File: src/rtl/shifter_pkg.sv
// Shared definitions for the pipelined shift/rotate unit: operation
// encodings, the control part of the per-stage payload, and a helper that
// identifies the operations that run in the bit-reversed domain.
package shifter_pkg;

    // Encodings 3'b101..3'b111 are reserved and pass the word through.
    typedef enum logic [2:0] {
        OP_ROR = 3'b000,
        OP_ROL = 3'b001,
        OP_SLL = 3'b010,
        OP_SRL = 3'b011,
        OP_SRA = 3'b100
    } shift_op_e;

    // Control fields that travel with every word through the stages.
    typedef struct packed {
        logic [2:0] op;     // raw op code, reserved values included
        logic       carry;  // last bit discarded so far
        logic       sign;   // MSB of the original operand, SRA fill
    } stage_ctrl_t;

    // Left operations are executed as their right-hand twins on a
    // bit-reversed word.
    function automatic logic is_left_op(input logic [2:0] op);
        return (op == OP_ROL) || (op == OP_SLL);
    endfunction

endpackage

File: src/rtl/shift_stage.sv
// One pipeline stage of the barrel shifter: conditionally shifts/rotates
// the word right by 2^K and registers the full payload. Left operations
// arrive already bit-reversed, so only right-hand shifts exist here.
module shift_stage
    import shifter_pkg::*;
#(
    parameter int WIDTH = 16,
    parameter int TAG_W = 4,
    parameter int SHW   = $clog2(WIDTH),
    parameter int K     = 0,
    parameter int PL_W  = WIDTH + SHW + TAG_W + $bits(stage_ctrl_t)
) (
    input  logic            clk,
    input  logic            rst,
    input  logic            en,
    input  logic            in_valid,
    input  logic [PL_W-1:0] in_pl,
    output logic            out_valid,
    output logic [PL_W-1:0] out_pl
);

    typedef struct packed {
        logic [WIDTH-1:0] data;
        logic [SHW-1:0]   amt;
        logic [TAG_W-1:0] tag;
        stage_ctrl_t      ctrl;
    } payload_t;

    localparam int S = 1 << K;

    payload_t cur;
    payload_t nxt;

    assign cur = in_pl;

    // Shift by 2^K when this stage's amount bit is set; carry takes the
    // highest discarded bit, which is bit S-1 of the stage input.
    always_comb begin
        // NOTE: every always_comb output gets a full default first, so no
        // path through the case below can leave a latch behind.
        nxt = cur;
        if (cur.amt[K]) begin
            case (cur.ctrl.op)
                OP_ROR, OP_ROL: begin
                    nxt.data       = (cur.data >> S) | (cur.data << (WIDTH - S));
                    nxt.ctrl.carry = cur.data[S-1];
                end
                OP_SRL, OP_SLL: begin
                    nxt.data       = cur.data >> S;
                    nxt.ctrl.carry = cur.data[S-1];
                end
                OP_SRA: begin
                    nxt.data       = (cur.data >> S) | ({WIDTH{cur.ctrl.sign}} << (WIDTH - S));
                    nxt.ctrl.carry = cur.data[S-1];
                end
                default: nxt = cur;
            endcase
        end
    end

    // Stage register: frozen while the pipeline is stalled.
    always_ff @(posedge clk) begin
        // NOTE: state is updated with non-blocking assignments so every
        // stage samples its neighbour's pre-edge value.
        if (rst) begin
            // NOTE: payload is reset too, not just valid, because the final
            // stage drives the output ports and they must read 0 after reset.
            out_valid <= 1'b0;
            out_pl    <= '0;
        end else if (en) begin
            out_valid <= in_valid;
            out_pl    <= nxt;
        end
    end

endmodule

File: src/rtl/pipelined_shifter.sv
// Pipelined barrel shift/rotate unit with valid/ready flow control.
// SHW stages, one per amount bit; left operations are bit-reversed on
// entry and exit; a global stall freezes every stage under backpressure.
module pipelined_shifter
    import shifter_pkg::*;
#(
    parameter int WIDTH = 16,
    parameter int TAG_W = 4,
    parameter int SHW   = $clog2(WIDTH)
) (
    input  logic             clk,
    input  logic             rst,
    input  logic             in_valid,
    output logic             in_ready,
    input  logic [WIDTH-1:0] in_data,
    input  logic [SHW-1:0]   in_amt,
    input  logic [2:0]       in_op,
    input  logic [TAG_W-1:0] in_tag,
    output logic             out_valid,
    input  logic             out_ready,
    output logic [WIDTH-1:0] out_data,
    output logic             out_carry,
    output logic             out_zero,
    output logic [TAG_W-1:0] out_tag
);

    typedef struct packed {
        logic [WIDTH-1:0] data;
        logic [SHW-1:0]   amt;
        logic [TAG_W-1:0] tag;
        stage_ctrl_t      ctrl;
    } payload_t;

    localparam int PL_W = $bits(payload_t);

    function automatic logic [WIDTH-1:0] bit_rev(input logic [WIDTH-1:0] v);
        logic [WIDTH-1:0] r;
        for (int i = 0; i < WIDTH; i++) begin
            r[i] = v[WIDTH-1-i];
        end
        return r;
    endfunction

    logic [SHW:0]    stage_valid;
    logic [PL_W-1:0] stage_pl [SHW+1];
    payload_t        entry;
    payload_t        tail;
    logic            stall;
    logic            advance;
    logic            unused_tail;

    // Build the stage-0 payload; left ops enter the reversed domain here.
    always_comb begin
        entry            = '0;
        entry.data       = is_left_op(in_op) ? bit_rev(in_data) : in_data;
        entry.amt        = in_amt;
        entry.tag        = in_tag;
        entry.ctrl.op    = in_op;
        entry.ctrl.carry = 1'b0;
        entry.ctrl.sign  = in_data[WIDTH-1];
    end

    assign stage_valid[0] = in_valid;
    assign stage_pl[0]    = entry;

    // Only a held, unaccepted result stops the pipe; bubbles advance.
    assign stall    = out_valid && !out_ready;
    assign advance  = !stall;
    assign in_ready = advance;

    for (genvar k = 0; k < SHW; k++) begin : g_stage
        shift_stage #(
            .WIDTH (WIDTH),
            .TAG_W (TAG_W),
            .SHW   (SHW),
            .K     (k),
            .PL_W  (PL_W)
        ) u_stage (
            .clk       (clk),
            .rst       (rst),
            .en        (advance),
            .in_valid  (stage_valid[k]),
            .in_pl     (stage_pl[k]),
            .out_valid (stage_valid[k+1]),
            .out_pl    (stage_pl[k+1])
        );
    end

    assign tail      = stage_pl[SHW];
    assign out_valid = stage_valid[SHW];
    assign out_carry = tail.ctrl.carry;
    assign out_tag   = tail.tag;

    // Leave the reversed domain and flag an all-zero result.
    always_comb begin
        out_data = is_left_op(tail.ctrl.op) ? bit_rev(tail.data) : tail.data;
        out_zero = (out_data == '0);
    end

    // Remaining amount and sign are spent by the last stage.
    assign unused_tail = ^{tail.amt, tail.ctrl.sign};

endmodule

File: config.mk
export PLATFORM = sky130hd
export DESIGN_NAME = pipelined_shifter
export DESIGN_NICKNAME = d
export VERILOG_FILES = /design/src/rtl/shifter_pkg.sv /design/src/rtl/shift_stage.sv /design/src/rtl/pipelined_shifter.sv
export SDC_FILE = /design/constraint.sdc
export NUM_CORES = 1
export LEC_CHECK = 0
export ABC_AREA = 1
export CAP_MARGIN = 20
export CORE_UTILIZATION = 55
export CTS_BUF_LIST = sky130_fd_sc_hd__clkbuf_4
export CTS_CLUSTER_SIZE = 8
export DETAILED_ROUTE_END_ITERATION = 10
export GPL_TIMING_DRIVEN = 1
export PLACE_DENSITY = 0.78
export SLEW_MARGIN = 10
export SYNTH_ARGS = -nofsm -noshare
export SYNTH_HDL_FRONTEND = slang
export SYNTH_SLANG_ARGS = --single-unit
export TNS_END_PERCENT = 50
File: constraint.sdc
create_clock -name clk -period 3.45 [get_ports clk]
set_input_delay 0.69 -clock clk [delete_from_list [all_inputs] [get_ports clk]]
set_output_delay 0.69 -clock clk [all_outputs]
set_load 0.005 [all_outputs]
Word level (Yosys, flattened, before mapping)
Cells that the tools add are included.
{"block": "op_classes", "mux": 14, "reduce_logical": 22, "n_eq_ne": 18, "bitwise": 8}
{"cell": "16-bit one-hot mux with 3 select lines", "n": 4}
{"cell": "29-bit two-way mux", "n": 4}
{"cell": "16-bit two-way mux", "n": 2}
{"cell": "12-bit by 16-bit bitwise OR with 16-bit output", "n": 2}
{"cell": "14-bit by 16-bit bitwise OR with 16-bit output", "n": 2}
{"cell": "15-bit by 16-bit bitwise OR with 16-bit output", "n": 2}
{"cell": "8-bit by 16-bit bitwise OR with 16-bit output", "n": 2}
{"cell": "3-bit by 2-bit == test with 1-bit output, second input constant", "n": 9}
{"cell": "5-bit OR reduction", "n": 4}
{"cell": "16-bit logical NOT", "n": 1}
{"cell": "2-bit OR reduction", "n": 8}
{"cell": "3-bit by 1-bit == test with 1-bit output, second input constant", "n": 5}
{"cell": "3-bit == test, second input constant", "n": 4}
{"cell": "3-bit logical NOT", "n": 4}
{"cell": "1-bit two-way mux", "n": 4}
{"cell": "1-bit logical NOT", "n": 2}
{"cell": "1-bit logical OR", "n": 2}
{"cell": "1-bit logical AND", "n": 1}
{"block": "totals", "input_bits": 31, "word_cells": 70, "out_inout_bits": 24, "reg_bits": 120}

Depth between registers and ports, before layout
{"block": "depth", "ltp_word": 6, "mapped_depth": 10, "ltp_nobuf": 9}

Hierarchy
Synthesis repeated with hierarchy kept, for this count alone.
{"block": "unflattened", "hier_cells": 969, "area_unflattened_um2": 6236.0}
{"mod": "shift_stage at g_stage[0].u_stage", "seq_area_each_um2": 600.6, "instances": 1, "area_each_um2": 1496.4, "cells_each": 210}
{"mod": "shift_stage at g_stage[1].u_stage", "seq_area_each_um2": 600.6, "instances": 1, "area_each_um2": 1446.4, "cells_each": 214}
{"mod": "shift_stage at g_stage[3].u_stage", "seq_area_each_um2": 600.6, "instances": 1, "area_each_um2": 1423.9, "cells_each": 225}
{"mod": "shift_stage at g_stage[2].u_stage", "seq_area_each_um2": 600.6, "instances": 1, "area_each_um2": 1361.3, "cells_each": 206}
{"mod": "pipelined_shifter", "seq_area_each_um2": 0.0, "instances": 1, "area_each_um2": 508.0, "cells_each": 114}

Least setup slack after synthesis
No wires, ideal clock.
{"block": "synth_timing", "path_type": "input to output", "startpoint": "input out_ready", "endpoint": "output in_ready", "required_ns": 2.760, "t_arrival_ns": 1.224, "stages": 4, "path_slack_ns": 1.536, "path_buffers": 2, "path_cell_list": "nor2_1 -> inv_2 -> buf_2 -> buf_2"}
{"block": "synth_via", "elab_chain_cells": 3}
{"item": "from (decl)", "line_no": "pipelined_shifter.sv:20", "text": "input logic out_ready,"}
{"item": "1-bit logical NOT", "line_no": "pipelined_shifter.sv:67", "text": "assign stall = out_valid && !out_ready;"}
{"item": "1-bit logical AND", "line_no": "pipelined_shifter.sv:67"}
{"item": "1-bit logical NOT", "line_no": "pipelined_shifter.sv:68", "text": "assign advance = !stall;"}
{"item": "to (decl)", "line_no": "pipelined_shifter.sv:14", "text": "output logic in_ready,"}
No other way between the ends.

Worst setup path in the final report
{"block": "layout_timing", "startpoint": "register g_stage[3].u_stage.out_pl[3]", "endpoint": "output out_zero"}
{"block": "layout_via", "elab_chain_cells": 4, "word_cells_on_any_way": 5, "cone_classes": "eq/ne: 2; mux: 1; reduce/logical: 2"}
{"item": "from (decl)", "line_no": "shift_stage.sv:19", "text": "output logic [PL_W-1:0] out_pl"}
{"item": "from (signal assigned)", "line_no": "shift_stage.sv:72", "text": "out_pl <= nxt;"}
{"item": "3-bit by 1-bit == test with 1-bit output or 3-bit by 2-bit == test with 1-bit output (tied branches)", "line_no": "shifter_pkg.sv:25", "text": "return (op == OP_ROL) || (op == OP_SLL);"}
{"item": "1-bit logical OR (*)", "line_no": "shifter_pkg.sv:25"}
{"item": "16-bit two-way mux (*)", "line_no": "pipelined_shifter.sv:96", "text": "out_data = is_left_op(tail.ctrl.op) ? bit_rev(tail.data) : tail.data;"}
{"item": "16-bit logical NOT (*)", "line_no": "pipelined_shifter.sv:97", "text": "out_zero = (out_data == '0);"}
{"item": "to (decl)", "line_no": "pipelined_shifter.sv:23", "text": "output logic out_zero,"}
Mark *: on every way between the ends. The rest lies on a longest branch, timed or not.

==> impl_metrics.json <==
{
  "synth-seq-cells": 109,
  "drive_above_1_share_pct": 11.6,
  "p_per_area_nw_per_um2": 430,
  "fin_util_pct": 63.5,
  "setup_ws_ns": 0.358,
  "setup-tns-final_ns": 0,
  "stdcell_area_um2": 5930,
  "track_usage_pct": 23.0,
  "syn_area_um2": 5320,
  "dr.first_iter.drc_count": 311,
  "dp_hpwl_um": 7730,
  "power.share.combinational_pct": 19.9,
  "critPathLaunchType": "register",
  "clkTransAtPathRegs_ns": 0.19,
  "cts-root-buf": "clkbuf_4",
  "p_leak_nw": 2.63,
  "slew_headroom_pct": 54.0,
  "hp-class": "reg -> reg",
  "areaGrowthSynthToFinish_pct": 11.4,
  "rows": 35,
  "timing.final.crit_share_pct": 89.6,
  "maxCapViolCount": 0,
  "portBuffers": 54,
  "cts.sinks": 109,
  "finClkSkew_ns": 0.0367,
  "fin_crit_ns": 3.09,
  "grt_pass1_wl_um": 19000,
  "postCtsSetupBuffers": 0,
  "first_pass_iters": 5,
  "status": "complete, no violations",
  "overflow": 0,
  "yosysMostFrequentCell": "o21ai_0",
  "place_ws_ns": 0.828,
  "multi_input_comb_area_um2": 2530,
  "cts_made_buffers": 9,
  "grt_pass1_vias": 4407,
  "fillCellCount": 885,
  "cts_tree": "yes",
  "yosys-top-cells-area": "dfxtp_1, o21ai_0, nor2_1",
  "grt_max_degree": 84,
  "finalNetCount": 805,
  "arrival_ns": 2.40,
  "vias": 4798,
  "switching_share_pct": 31.0,
  "die-width_um": 100,
  "p_seq_share_pct": 55.7,
  "ys_types": 28,
  "dieArea_um2": 10100,
  "dieHeight_um": 100,
  "wl_per_cell_um": 12.1,
  "clock_latency_ns": 0.47,
  "post_dp_cell_area_um2": 5780,
  "synth_warnings": 0,
  "synth_top_area_cell": "dfxtp_1",
  "cp.required_ns": 2.76,
  "clk_path_buf_depth": 2,
  "viasPerCell": 5.28,
  "core_area_um2": 9330,
  "slew_violations": 0,
  "synth-edff-count": 0,
  "rsz0062_at_grt": "false",
  "cts_hold_buf": 0,
  "hold_viol": 0,
  "initial_utilization_pct": 57.0,
  "switching_power_w": 0.000789,
  "seq_area_um2": 2180,
  "routed_wl_um": 11000,
  "path_max_fanout": 17,
  "diodes": 0,
  "ant_nets": 0,
  "synth_seq_area_share_pct": 41.0,
  "p_int_w": 0.00176,
  "postSynth.asyncResetShare_pct": 0,
  "syn_nets": 786,
  "critPathCaptureType": "output pin",
  "cts_max_level": 3,
  "synth_common_cells": "o21ai_0, dfxtp_1, nor2_1, nand2_1, inv_1",
  "crit_type": "reg -> out",
  "synthCells": 755,
  "synth.top_cell.area_share_pct": 41.0,
  "vdd_ir_drop_max_uv": 320,
  "drc": 0,
  "timing.fmax_ghz": 0.323,
  "synth_area_per_cell_um2": 7.05,
  "finalSetupViolCount": 0,
  "ctsResizeCount": 0,
  "grt_antenna_before_repair": 0,
  "ios": 55,
  "clkPwrFrac_pct": 24.4,
  "worst_pin_slew_ns": 0.689,
  "ys.flop_type": "dfxtp_1",
  "place.gp.congestion": 0.836
}
-- area by class of cell --
cell class | instances | area share (%)
Sequential cell | 109 | 36.8
Clock inverter | 7 | 1.33
Tap cell | 129 | 2.72
Timing Repair Buffer | 60 | 9.88
Inverter | 86 | 5.47
Multi-Input combinational cell | 508 | 42.6
Clock buffer | 9 | 1.14
-- stage by stage --
step / power [W] / hold WS (ns) / instances
after floorplan: 0.00178 / 0.430 / 755
after global placement: 0.00193 / 0.444 / 892
after detailed placement: 0.00195 / 0.466 / 892
after CTS: 0.00256 / 0.488 / 908
after global routing: 0.00269 / 0.514 / 908
final: 0.00255 / 0.491 / 908
-- per-layer routing --
metal / share of wire (%) / wire (µm) / up-vias / global-route usage [%]
met1: 46 / 5010 / 2146 / 27.7
met5: 0 / 0 / - / 0
met2: 48 / 5340 / 125 / 40.9
met4: 1.6 / 181 / 0 / 8.14
met3: 4.4 / 480 / 17 / 4.25
li1: - / - / 2510 / -
-- registers in the layout, summed over array words and instances, names as in the netlist --
| register | count |
|---|---|
| g_stage.u_stage.out_valid | 4 |
| g_stage.u_stage.out_pl | 105 |
-- placed cells by master, fill, tap and decap left out, types with 2 or more instances in the layout --
cell type | Yosys | final
nand2_1 | 93 | 93
o22ai_1 | 12 | 12
clkinv_8 | 0 | 2
o21ai_1 | 15 | 15
o21ai_2 | 12 | 12
nor2_4 | 1 | 2
nand3_1 | 11 | 11
clkdlybuf4s50_1 | 0 | 54
nand4_1 | 18 | 18
dfxtp_1 | 109 | 109
clkinv_4 | 0 | 3
a21oi_1 | 70 | 70
nand2_2 | 6 | 6
nor2_1 | 97 | 96
inv_2 | 8 | 8
clkbuf_4 | 0 | 9
or2_2 | 23 | 23
buf_4 | 7 | 6
nor3_2 | 12 | 12
a31oi_1 | 2 | 2
o21ai_0 | 130 | 130
inv_1 | 78 | 77
-- kinds of logic after synthesis --
family | share of synthesized area (%)
and+or+nand+nor | 23.2
AOI/OAI and AO/OA | 24.2
buffers and inverters | 11.7
DFF | 41.0
-- critical path, stage by stage (launching register included) --
cell and delay (ns):
dfxtp_1 0.40, inv_2 0.05, nand2_2 0.25, nand3_4 0.24, o21ai_1 0.22, nand2_1 0.07, nor2_1 0.09, nand2_1 0.06
nor2_1 0.08, clkdlybuf4s50_1 0.50
-- power by group through the flow --
| stage | logic [W] | clock network [W] | registers (W) |
|---|---|---|---|
| global route | 0.000579 | 0.000682 | 0.00143 |
| detailed placement | 0.000504 | 0 | 0.00144 |
| floorplan | 0.000356 | 0 | 0.00143 |
| CTS | 0.000506 | 0.000639 | 0.00142 |
| finish | 0.000506 | 0.000622 | 0.00142 |
| global placement | 0.000490 | 0 | 0.00144 |
-- worst paths after layout --
check                                                   from                       endpoint  slack, ns  depth (start not counted)
worst max register to register  g_stage[3].u_stage.out_valid  g_stage[0].u_stage.out_pl[26]       1.58                         10
worst max-delay path            g_stage[3].u_stage.out_pl[3]                       out_zero       0.36                          9
worst min-delay path            g_stage[2].u_stage.out_valid   g_stage[2].u_stage.out_valid       0.49                          2
worst min register to register  g_stage[2].u_stage.out_valid   g_stage[2].u_stage.out_valid       0.49                          2
(Power assumes the default switching activity.)
